[config.mk]
export PLATFORM = sky130hd
export DESIGN_NAME = unidad_emision
export DESIGN_NICKNAME = d
export VERILOG_FILES = /design/src/rtl/unidad_emision.sv
export SDC_FILE = /design/constraint.sdc
export NUM_CORES = 1
export LEC_CHECK = 0
export CAP_MARGIN = 20
export CORE_ASPECT_RATIO = 0.8
export CORE_MARGIN = 2
export CORE_UTILIZATION = 54
export DETAILED_ROUTE_END_ITERATION = 10
export HOLD_SLACK_MARGIN = 0.03
export MAX_ROUTING_LAYER = met4
export PLACE_DENSITY_LB_ADDON = 0.3
export SYNTH_ARGS = -nofsm -noshare
export SYNTH_HDL_FRONTEND = slang
export SYNTH_SLANG_ARGS = --single-unit
[constraint.sdc]
create_clock -name clk -period 11.3 [get_ports clk]
set_input_delay 1.695 -clock clk [delete_from_list [all_inputs] [get_ports clk]]
set_output_delay 1.695 -clock clk [all_outputs]
set_load 0.1 [all_outputs]
[src/rtl/unidad_emision.sv]
// -----------------------------------------------------------------------------
// unidad_emision
// Fetch/issue stage that feeds the vector control decoder. It reads the
// instruction memory one word at a time, buffers the returned words in a small
// prefetch FIFO and presents the head entry to the decoder with a
// valid/ready handshake. The stage also handles decoder back-pressure,
// redirect (jump) flushes and the HALT opcode, which stops fetching and lets
// the buffered instructions drain.
//
// Ports
//   clk          : single clock, rising edge
//   rst          : synchronous, active-high reset
//   start        : begin fetching from PC_RST (only honoured in IDLE/HALT)
//   imem_rd      : instruction memory read strobe (data returns 1 cycle later)
//   imem_addr    : word address of the read, 0 when no read is issued
//   imem_data    : read data, valid the cycle after imem_rd
//   instr_valid  : FIFO head is valid
//   instr_ready  : decoder accepts the head (transfer = valid & ready)
//   instr_out    : FIFO head instruction
//   opcode_out   : opcode field of instr_out
//   pc_out       : address of the FIFO head instruction
//   redirect     : flush the pipeline and jump
//   redirect_pc  : jump target
//   halted       : high exactly while in the HALT state
// -----------------------------------------------------------------------------
module unidad_emision #(
    parameter int                ADDR_W  = 10,
    parameter int                INSTR_W = 32,
    parameter int                DEPTH   = 2,
    parameter logic [4:0]        HALT_OP = 5'b11111,
    parameter logic [ADDR_W-1:0] PC_RST  = '0
) (
    input  logic               clk,
    input  logic               rst,
    input  logic               start,
    output logic               imem_rd,
    output logic [ADDR_W-1:0]  imem_addr,
    input  logic [INSTR_W-1:0] imem_data,
    output logic               instr_valid,
    input  logic               instr_ready,
    output logic [INSTR_W-1:0] instr_out,
    output logic [4:0]         opcode_out,
    output logic [ADDR_W-1:0]  pc_out,
    input  logic               redirect,
    input  logic [ADDR_W-1:0]  redirect_pc,
    output logic               halted
);

    localparam int PTR_W = $clog2(DEPTH);
    localparam int CNT_W = $clog2(DEPTH + 1);
    localparam logic [CNT_W:0] DEPTH_C = (CNT_W + 1)'(DEPTH);

    typedef enum logic [1:0] {
        ST_IDLE,
        ST_FETCH,
        ST_DRAIN,
        ST_HALT
    } state_t;

    state_t state;

    logic [ADDR_W-1:0]  pc;
    logic [INSTR_W-1:0] fifo_instr [DEPTH];
    logic [ADDR_W-1:0]  fifo_pc    [DEPTH];
    logic [PTR_W-1:0]   rd_ptr;
    logic [PTR_W-1:0]   wr_ptr;
    logic [CNT_W-1:0]   count;
    logic               inflight;
    logic [ADDR_W-1:0]  inflight_addr;

    logic               running;
    logic               resp_halt;
    logic               push;
    logic               pop;
    logic               issue;
    logic               flush;
    logic [CNT_W:0]     occupancy;

    assign running = (state == ST_FETCH) || (state == ST_DRAIN);

    // The FIFO is always empty in IDLE/HALT, the state gate only makes that
    // explicit on the handshake.
    assign instr_valid = running && (count != '0);
    assign pop         = instr_valid && instr_ready;

    // A returning word carrying HALT_OP ends the fetch stream and is never
    // buffered. A redirect drops whatever response is arriving.
    assign resp_halt = inflight && (imem_data[INSTR_W-1 -: 5] == HALT_OP);
    assign flush     = redirect && running;
    assign push      = inflight && !resp_halt && !redirect;

    // Credit check: entries left after this edge plus the word still coming
    // back must leave room for a new read, so the FIFO can never overflow.
    assign occupancy = {1'b0, count}
                     - {{CNT_W{1'b0}}, pop}
                     + {{CNT_W{1'b0}}, inflight};

    // Reads are suppressed while the HALT word is returning so that nothing
    // past the HALT address is ever requested, and during a redirect so the
    // first read after the jump is the target itself.
    assign issue = !rst && (state == ST_FETCH) && !redirect && !resp_halt
                && (occupancy < DEPTH_C);

    assign imem_rd   = issue;
    assign imem_addr = issue ? pc : '0;

    // Head outputs are forced to zero while nothing is valid, so reset and
    // flush leave clean zeros on the decoder side.
    assign instr_out  = instr_valid ? fifo_instr[rd_ptr] : '0;
    assign pc_out     = instr_valid ? fifo_pc[rd_ptr]    : '0;
    assign opcode_out = instr_out[INSTR_W-1 -: 5];

    // FIFO storage carries no reset; only the pointers and count matter.
    always_ff @(posedge clk) begin
        if (!rst && push) begin
            fifo_instr[wr_ptr] <= imem_data;
            fifo_pc[wr_ptr]    <= inflight_addr;
        end
    end

    // Control FSM together with the PC, the in-flight tracker and the FIFO
    // bookkeeping. A redirect in FETCH/DRAIN outranks every other event
    // except reset; a transfer in the same cycle is simply treated as taken.
    always_ff @(posedge clk) begin
        if (rst) begin
            state         <= ST_IDLE;
            pc            <= PC_RST;
            rd_ptr        <= '0;
            wr_ptr        <= '0;
            count         <= '0;
            inflight      <= 1'b0;
            inflight_addr <= '0;
            halted        <= 1'b0;
        end else begin
            inflight <= issue;
            if (issue) begin
                inflight_addr <= pc;
                pc            <= pc + ADDR_W'(1);
            end

            if (flush) begin
                rd_ptr   <= '0;
                wr_ptr   <= '0;
                count    <= '0;
                inflight <= 1'b0;
                pc       <= redirect_pc;
                state    <= ST_FETCH;
            end else begin
                if (push) begin
                    wr_ptr <= wr_ptr + PTR_W'(1);
                end
                if (pop) begin
                    rd_ptr <= rd_ptr + PTR_W'(1);
                end
                if (push && !pop) begin
                    count <= count + CNT_W'(1);
                end else if (!push && pop) begin
                    count <= count - CNT_W'(1);
                end

                case (state)
                    ST_IDLE: begin
                        if (start) begin
                            state <= ST_FETCH;
                            pc    <= PC_RST;
                        end
                    end
                    ST_FETCH: begin
                        if (resp_halt) begin
                            state <= ST_DRAIN;
                        end
                    end
                    ST_DRAIN: begin
                        if (count == '0) begin
                            state  <= ST_HALT;
                            halted <= 1'b1;
                        end
                    end
                    ST_HALT: begin
                        if (start) begin
                            state  <= ST_FETCH;
                            pc     <= PC_RST;
                            halted <= 1'b0;
                        end
                    end
                    default: begin
                        state <= ST_IDLE;
                    end
                endcase
            end
        end
    end

endmodule

==> metrics.md, run 1 <==
| Metric | Value |
|---|---|
| Status | `completed` |
| Pwr dens | `189 mW/mm^2` |
| Met3 Track Usage GR | `0.0598` |
| HPWL Detailed | `6590 um` |
| Die height | `87.5 um` |
| Post-synthesis mux area share | `0.0941` |
| CTS tree | `yes` |
| Class of the worst hold path | `register to register` |
| Final-report setup violation count | `0` |
| Global-route wire length before repair | `15900 um` |
| Setup slack at placement | `3.77 ns` |
| DRT Wirelength | `10000 um` |
| Initial DRC Count | `123` |
| M2 GR Usage | `0.404` |
| WS Path Type | `primary input to output port` |
| Critical path launch point type | `primary input` |
| Hold Buf Count CTS | `0` |
| Worst Hold Path Cells | `0` |
| Top cells by area in the synthesized netlist | `edfxtp_1 54%, dfxtp_1 12%, mux2i_1 8.9%, nor2_1 4.1%, xor2_1 2.4%` |
| Gpl congestion | `0.876` |
| Row count | `30` |
| Post-Synth Simple-Gate Area | `0.0976` |
| Core ar. | `0.00848 mm^2` |
| Post-CTS Resized | `0` |
| Post-synth top area cell | `edfxtp_1` |
| Fill cells | `585` |
| Synth Instances | `358` |
| NumNets Final | `521` |
| Yosys synthesis warning count | `0` |
| Met1 Use GR | `0.264` |
| Leading cell type in the layout, fill and taps excluded | `clkdlybuf4s50_1` |
| Synth async-reset ratio | `0` |
| Die Footprint | `0.00948 mm^2` |
| Post-Route Skew | `0.00823 ns` |
| Sequential area share after synthesis | `0.659` |
| Final WS setup | `3.75 ns` |
| EDFF count, synth | `84` |
| Seq cells post-synth | `113` |
| RSZ-0062 raised after global routing | `no` |
| Global routing's busiest layer | `met2` |
| Share of layout cells above drive strength 1 | `0.119` |
| P_leak | `2.30 nW` |
| VDD IR-drop max | `0.120 mV` |
| Antenna violations before repair | `0` |
| Slew Limit Headroom | `0.330` |
| Final min period | `7.55 ns` |
| GRT Overall Usage | `0.233` |
| Post-synthesis compound-gate area fraction | `0.0524` |
| Max-cap violations | `0` |
| Antenna viol nets, final | `0` |
| Largest net degree at the start of global routing | `36` |
| Htree depth | `4` |
| Worst-skew pair later-pin latency | `0.49 ns` |
| Chip Width | `108 um` |
| I/O pin total | `107` |
| Syn avg cell area | `13.1 um^2` |
| Post-synthesis adder-cell area fraction | `0.0229` |
| Vias | `3081` |
| Port Buffer Count | `106` |
| Synth Area in XOR/XNOR | `0.0261` |
| Multi-input logic area | `0.00140 mm^2` |
| Main combinational cell family by area after synthesis | `simple AND/OR/NAND/NOR gates` |
| Reg2Reg Depth | `16` |
| Longest Clk Path Bufs | `2` |
| Hold wc startpoint | `inflight_addr[4]` |
| Final period util | `0.668` |
| Critical Path AT | `5.86 ns` |
| Slew @ Worst Pin | `1.00 ns` |
| Vias in the first global route | `3154` |
| Initial Util | `0.555` |
| Synth Cell Area | `0.00471 mm^2` |
| CTS Root Cell | `clkbuf_8` |
| Post-synth cell types | `40` |
| Top-area cell type share of the netlist area | `0.536` |
| Clk sinks | `113` |
| Reg-to-Reg Start | `state[0]` |
| Layout area overhead | `35.8%` |
| GRT overflow | `0` |
| Final TNS setup | `0 ns` |
| Routed WL per cell | `17.0 um` |
| Post-Syn Nets | `413` |
| Fmax | `0.132 GHz` |
| Clock slew at reported path FFs | `0.06 ns` |
| Drt first pass iters | `4` |
| CP Data Required Time | `9.61 ns` |
| Number of diodes | `0` |
| Vias per cell | `5.22` |
| Setup crit end kind | `output port` |
| # DRC | `0` |
| Crit-path max FO | `13` |
| Pins Over Slew Limit | `0` |
| Total CTS buffers | `17` |
| Top_reg_cell synth | `edfxtp_1` |
| CP startpoint | `instr_ready` |
| Setup Fix Bufs, Post-CTS | `0` |
| Final Hold Fails | `0` |
| Seq. cell area | `0.00310 mm^2` |
| Commonest non-fill, non-tap cells in the layout | `106 x clkdlybuf4s50_1, 84 x edfxtp_1, 51 x nor2_1` |
## kinds of logic (layout without fill, tap and decap cells)
group / after synthesis / in the layout
buf+inv: 45 / 165
fa+ha+maj: 8 / 8
mux: 44 / 44
flops: 113 / 113
xor+xnor: 14 / 14
compound gates: 33 / 33
simple gates: 101 / 101
## report_power, final
group	total (mW)	switching, mW	internal [mW]	leakage [nW]
registers	0.486	0.0215	0.465	1.02
clock network	0.478	0.171	0.307	0.256
logic	0.243	0.168	0.0755	1.03
total	1.21	0.360	0.847	2.30
## area by class of cell
cell class	count	share of cell area
multi-input combinational	200	0.219
sequential	113	0.486
clock inverter	13	0.0190
clock buffer	18	0.0654
timing repair buffer	113	0.176
inverter	21	0.0127
tap	112	0.0219
## Yosys cell counts (2+ instances only)
cell,instances
a31oi_1,2
dfxtp_1,29
ha_1,7
nand4_1,2
inv_1,20
a22o_1,10
o21ai_0,4
nor2_1,51
xor2_1,13
nor4_1,3
nand2b_1,3
clkbuf_1,10
a21oi_1,4
buf_2,2
buf_4,5
or3_1,2
nand2_2,9
nand3_1,4
buf_1,4
a21oi_2,9
nand2_1,16
mux2i_1,42
buf_6,2
nor3_1,6
edfxtp_1,84
## registers in the layout, indices dropped and copies added, names as in the netlist, named ones only
signal,flops
wr_ptr,1
inflight_addr,10
fifo_instr,64
pc,10
state,2
inflight,1
fifo_pc,20
halted,1
count,2
rd_ptr,1
## metrics by stage
stage / power (mW) / util / hold slack, ns / cells / area (um^2)
final: 1.21 / 0.753 / 0.463 / 590 / 6390
after global routing: 1.25 / 0.753 / 0.469 / 590 / 6390
after CTS: 1.22 / 0.753 / 0.463 / 590 / 6390
after detailed placement: 0.734 / 0.690 / 0.455 / 559 / 5850
after global placement: 0.726 / 0.687 / 0.432 / 558 / 5830
after floorplan: 0.668 / - / 0.425 / 358 / 4710
## metal layers
metal | share of wire | up-vias
li1 | - | 1479
met1 | 0.41 | 1501
met2 | 0.52 | 92
met3 | 0.058 | 9
met4 | 0.0087 | 0
met5 | 0 | -
## critical path, cell delays in order
cell and delay [ns]:
clkdlybuf4s50_1 0.45, nand2_1 0.09, inv_1 0.07, ha_1 0.21
nand2b_1 0.15, fa_1 0.38, xor2_1 0.14, or4b_1 0.66
or2_1 0.46, inv_4 0.25, nand2_2 0.10, inv_1 0.06
clkdlybuf4s50_1 1.12
## worst paths after layout
check	endpoint	slack, ns
max	imem_addr[5]	3.75
min	fifo_pc[0][4]	0.46
max reg2reg	pc[1]	7.02
min reg2reg	fifo_pc[0][4]	0.46
(Power assumes the default switching activity.)
==> run 2, diff against run 1 <==
CORE_UTILIZATION = 45   (was 54)
clock period = 6.2 ns   (was 11.3 ns; I/O delays follow)
==> run 2 against run 1 <==
  * Die area is 19% higher
  * Utilization is 13 points lower
  * Via count is 2.1% lower
  * Critical path depth is 4 higher
  * Final cell count is 4.7% higher
  * Worst hold slack worse by 0.00053 ns
  * Sequential cell count stayed put
  * Register-to-register slack worse by 5.1 ns
  * Routed wire length is 5.5% lower
  * Highest routed layer unchanged
  * Combinational power is 81% higher
  * Clock skew is 0.0010 ns higher
  * Count of clock-buffer cells in the layout is 1 higher
==> metrics.md, run 2 (same netlist as run 1, synthesis figures left out) <==
| Metric | Value |
|---|---|
| Vias in the first global route | `3065 (-2.8%)` |
| Setup Fix Bufs, Post-CTS | `0 (unchanged)` |
| Critical path launch point type | `register` |
| I/O pin total | `107 (unchanged)` |
| Vias per cell | `4.88 (-6.5%)` |
| Initial Util | `0.461 (-0.0933)` |
| Biggest regs | `fifo_instr: 64 flops, fifo_pc: 20 flops` |
| P_leak | `2.32 nW (+0.92%)` |
| Slew Limit Headroom | `0.310 (-0.0199)` |
| Post-CTS Resized | `0 (unchanged)` |
| Setup crit end kind | `output port` |
| Worst path slowest cell | `or4b_1` |
| Final period util | `0.880` |
| Antenna violations before repair | `0 (unchanged)` |
| Leading cell type in the layout, fill and taps excluded | `clkdlybuf4s50_1` |
| Clk sinks | `113 (unchanged)` |
| Vias | `3016 (-2.1%)` |
| Crit-path max FO | `13 (unchanged)` |
| Fin cells | `618 (+4.7%)` |
| Final Hold Fails | `0 (unchanged)` |
| Worst-skew pair later-pin latency | `0.40 ns (-0.09 ns)` |
| Die Footprint | `0.0113 mm^2 (+19%)` |
| Critical Path AT | `4.52 ns (-1.34 ns)` |
| Slowest Stage Delay on Critical Path | `0.64 ns (-0.48 ns)` |
| Number of diodes | `0 (unchanged)` |
| DRT Wirelength | `9470 um (-5.5%)` |
| Commonest non-fill, non-tap cells in the layout | `95 x clkdlybuf4s50_1, 84 x edfxtp_1, 51 x nor2_1` |
| Largest register FFs | `64 (unchanged)` |
| GRT Overall Usage | `0.184 (-0.0497)` |
| Gpl congestion | `0.849 (-3.1%)` |
| Chip Width | `118 um (+9.2%)` |
| Share of layout cells above drive strength 1 | `0.146 (+0.0272)` |
| Longest Clk Path Bufs | `2 (unchanged)` |
| Final TNS setup | `0 ns (unchanged)` |
| NumNets Final | `521 (unchanged)` |
| Fmax | `0.183 GHz` |
| Antenna viol nets, final | `0 (unchanged)` |
| Post-Route Skew | `0.00925 ns (+0.00101 ns)` |
| CP Data Required Time | `5.27 ns (-4.34 ns)` |
| Largest reg by FF count | `fifo_instr` |
| Pins Over Slew Limit | `0 (unchanged)` |
| WS Path Type | `register to output port` |
| Seq. cell area | `0.00310 mm^2 (unchanged)` |
| Hold Buf Count CTS | `0 (unchanged)` |
| Final-report setup violation count | `0 (unchanged)` |
| Multi-input logic area | `0.00140 mm^2 (unchanged)` |
| Die height | `95.5 um (+9.1%)` |
| Status | `completed` |
| Htree depth | `4 (unchanged)` |
| Row count | `33 (+10%)` |
| Slew @ Worst Pin | `1.03 ns (+0.0297 ns)` |
| Largest net degree at the start of global routing | `43 (+19%)` |
| Max-cap violations | `0 (unchanged)` |
| Global-route wire length before repair | `15400 um (-3.4%)` |
| Initial DRC Count | `243 (+98%)` |
| Clock slew at reported path FFs | `0.05 ns (about the same)` |
| Port Buffer Count | `106 (unchanged)` |
| Core ar. | `0.0102 mm^2 (+20%)` |
| RSZ-0062 raised after global routing | `no` |
| Class of the worst hold path | `register to register` |
| Most numerous cell on the critical path | `inv_1` |
| GRT overflow | `0 (unchanged)` |
| HPWL Detailed | `6320 um (-4.1%)` |
| VDD IR-drop max | `0.187 mV (+55%)` |
| Final min period | `5.45 ns` |
| Pwr dens | `341 mW/mm^2 (+81%)` |
| Total CTS buffers | `17 (unchanged)` |
| CTS tree | `yes` |
| Layout area overhead | `35.7% (about the same)` |
| # DRC | `0 (unchanged)` |
| Routed WL per cell | `15.3 um (-9.8%)` |
| Drt first pass iters | `4 (unchanged)` |
| CTS Root Cell | `clkbuf_16` |
| Crit-path cells | `inv_1 -> ha_1 -> inv_1 -> o21ai_4 -> inv_1 -> nand2_1 -> inv_1 -> ha_1 -> nand2b_1 -> fa_1 -> xor2_1 -> or4b_1 -> or2_1 -> inv_4 -> nand2_1 -> inv_1 -> buf_4` |
| Fill cells | `808 (+38%)` |
| DP Cell Count | `587 (+5.0%)` |
==> run 2: cell count changes in the layout (fill, tap and decap cells not counted), sizes merged <==
cell,change
clkbuf,+1
buf,+11
bufinv,-1
clkdlybuf4s50,-11
==> run 2: final timing paths <==
check	from	endpoint	slack (ns)	cells past startpoint
max	state[0]	imem_addr[9]	0.75	17
min reg2reg	inflight_addr[4]	fifo_pc[1][4]	0.46	0
min	inflight_addr[4]	fifo_pc[1][4]	0.46	0
max reg2reg	state[0]	pc[1]	1.89	16
==> run 2: power by group <==
group	total (mW)	internal, mW	switching (mW)
logic	0.439	0.137	0.302
registers	0.883	0.847	0.0360
clock network	0.856	0.541	0.316
==> run 2: area by class of cell <==
class                   instances  area share
repair buffers                113       0.172
clock buffers                  19      0.0678
flip-flops and latches        113       0.486
inverters                      21      0.0127
well taps                     140      0.0274
clock inverters                12      0.0149
multi-input cells             200       0.219
==> run 2: worst max-delay path, delay by kind of cell, from the launching register on <==
| family | cells | cell delay (ns) |
|---|---|---|
| DFF | 1 | 0.39 |
| xor gates and xnor gates | 1 | 0.16 |
| buffers and inverters | 7 | 0.94 |
| and+or+nand+nor | 5 | 1.50 |
| AOI/OAI and AO/OA | 1 | 0.18 |
| adders and majority gates | 3 | 0.97 |
==> run 2: metal layers <==
layer / global-route usage / routed length (um)
met2: 0.294 / 4450
met1: 0.224 / 4440
met3: 0.0544 / 504
met5: - / 0
met4: 0.0643 / 74
==> run 2: stage by stage <==
step / utilization / worst slack, ns / instance area (um^2) / hold slack (ns) / total power, mW
global route: 0.626 / 0.410 / 6390 / 0.489 / 2.26
floorplan: - / 0.637 / 4710 / 0.425 / 1.22
global placement: 0.573 / 0.926 / 5840 / 0.442 / 1.32
CTS: 0.626 / 0.739 / 6390 / 0.469 / 2.19
detailed placement: 0.575 / 1.02 / 5860 / 0.453 / 1.33
finish: 0.626 / 0.747 / 6390 / 0.462 / 2.18
==> run 3, diff against run 2 <==
TNS_END_PERCENT = 50   (was unset)
==> results of run 3 <==
Final layout, timing and power as in run 2 (identical DEF).
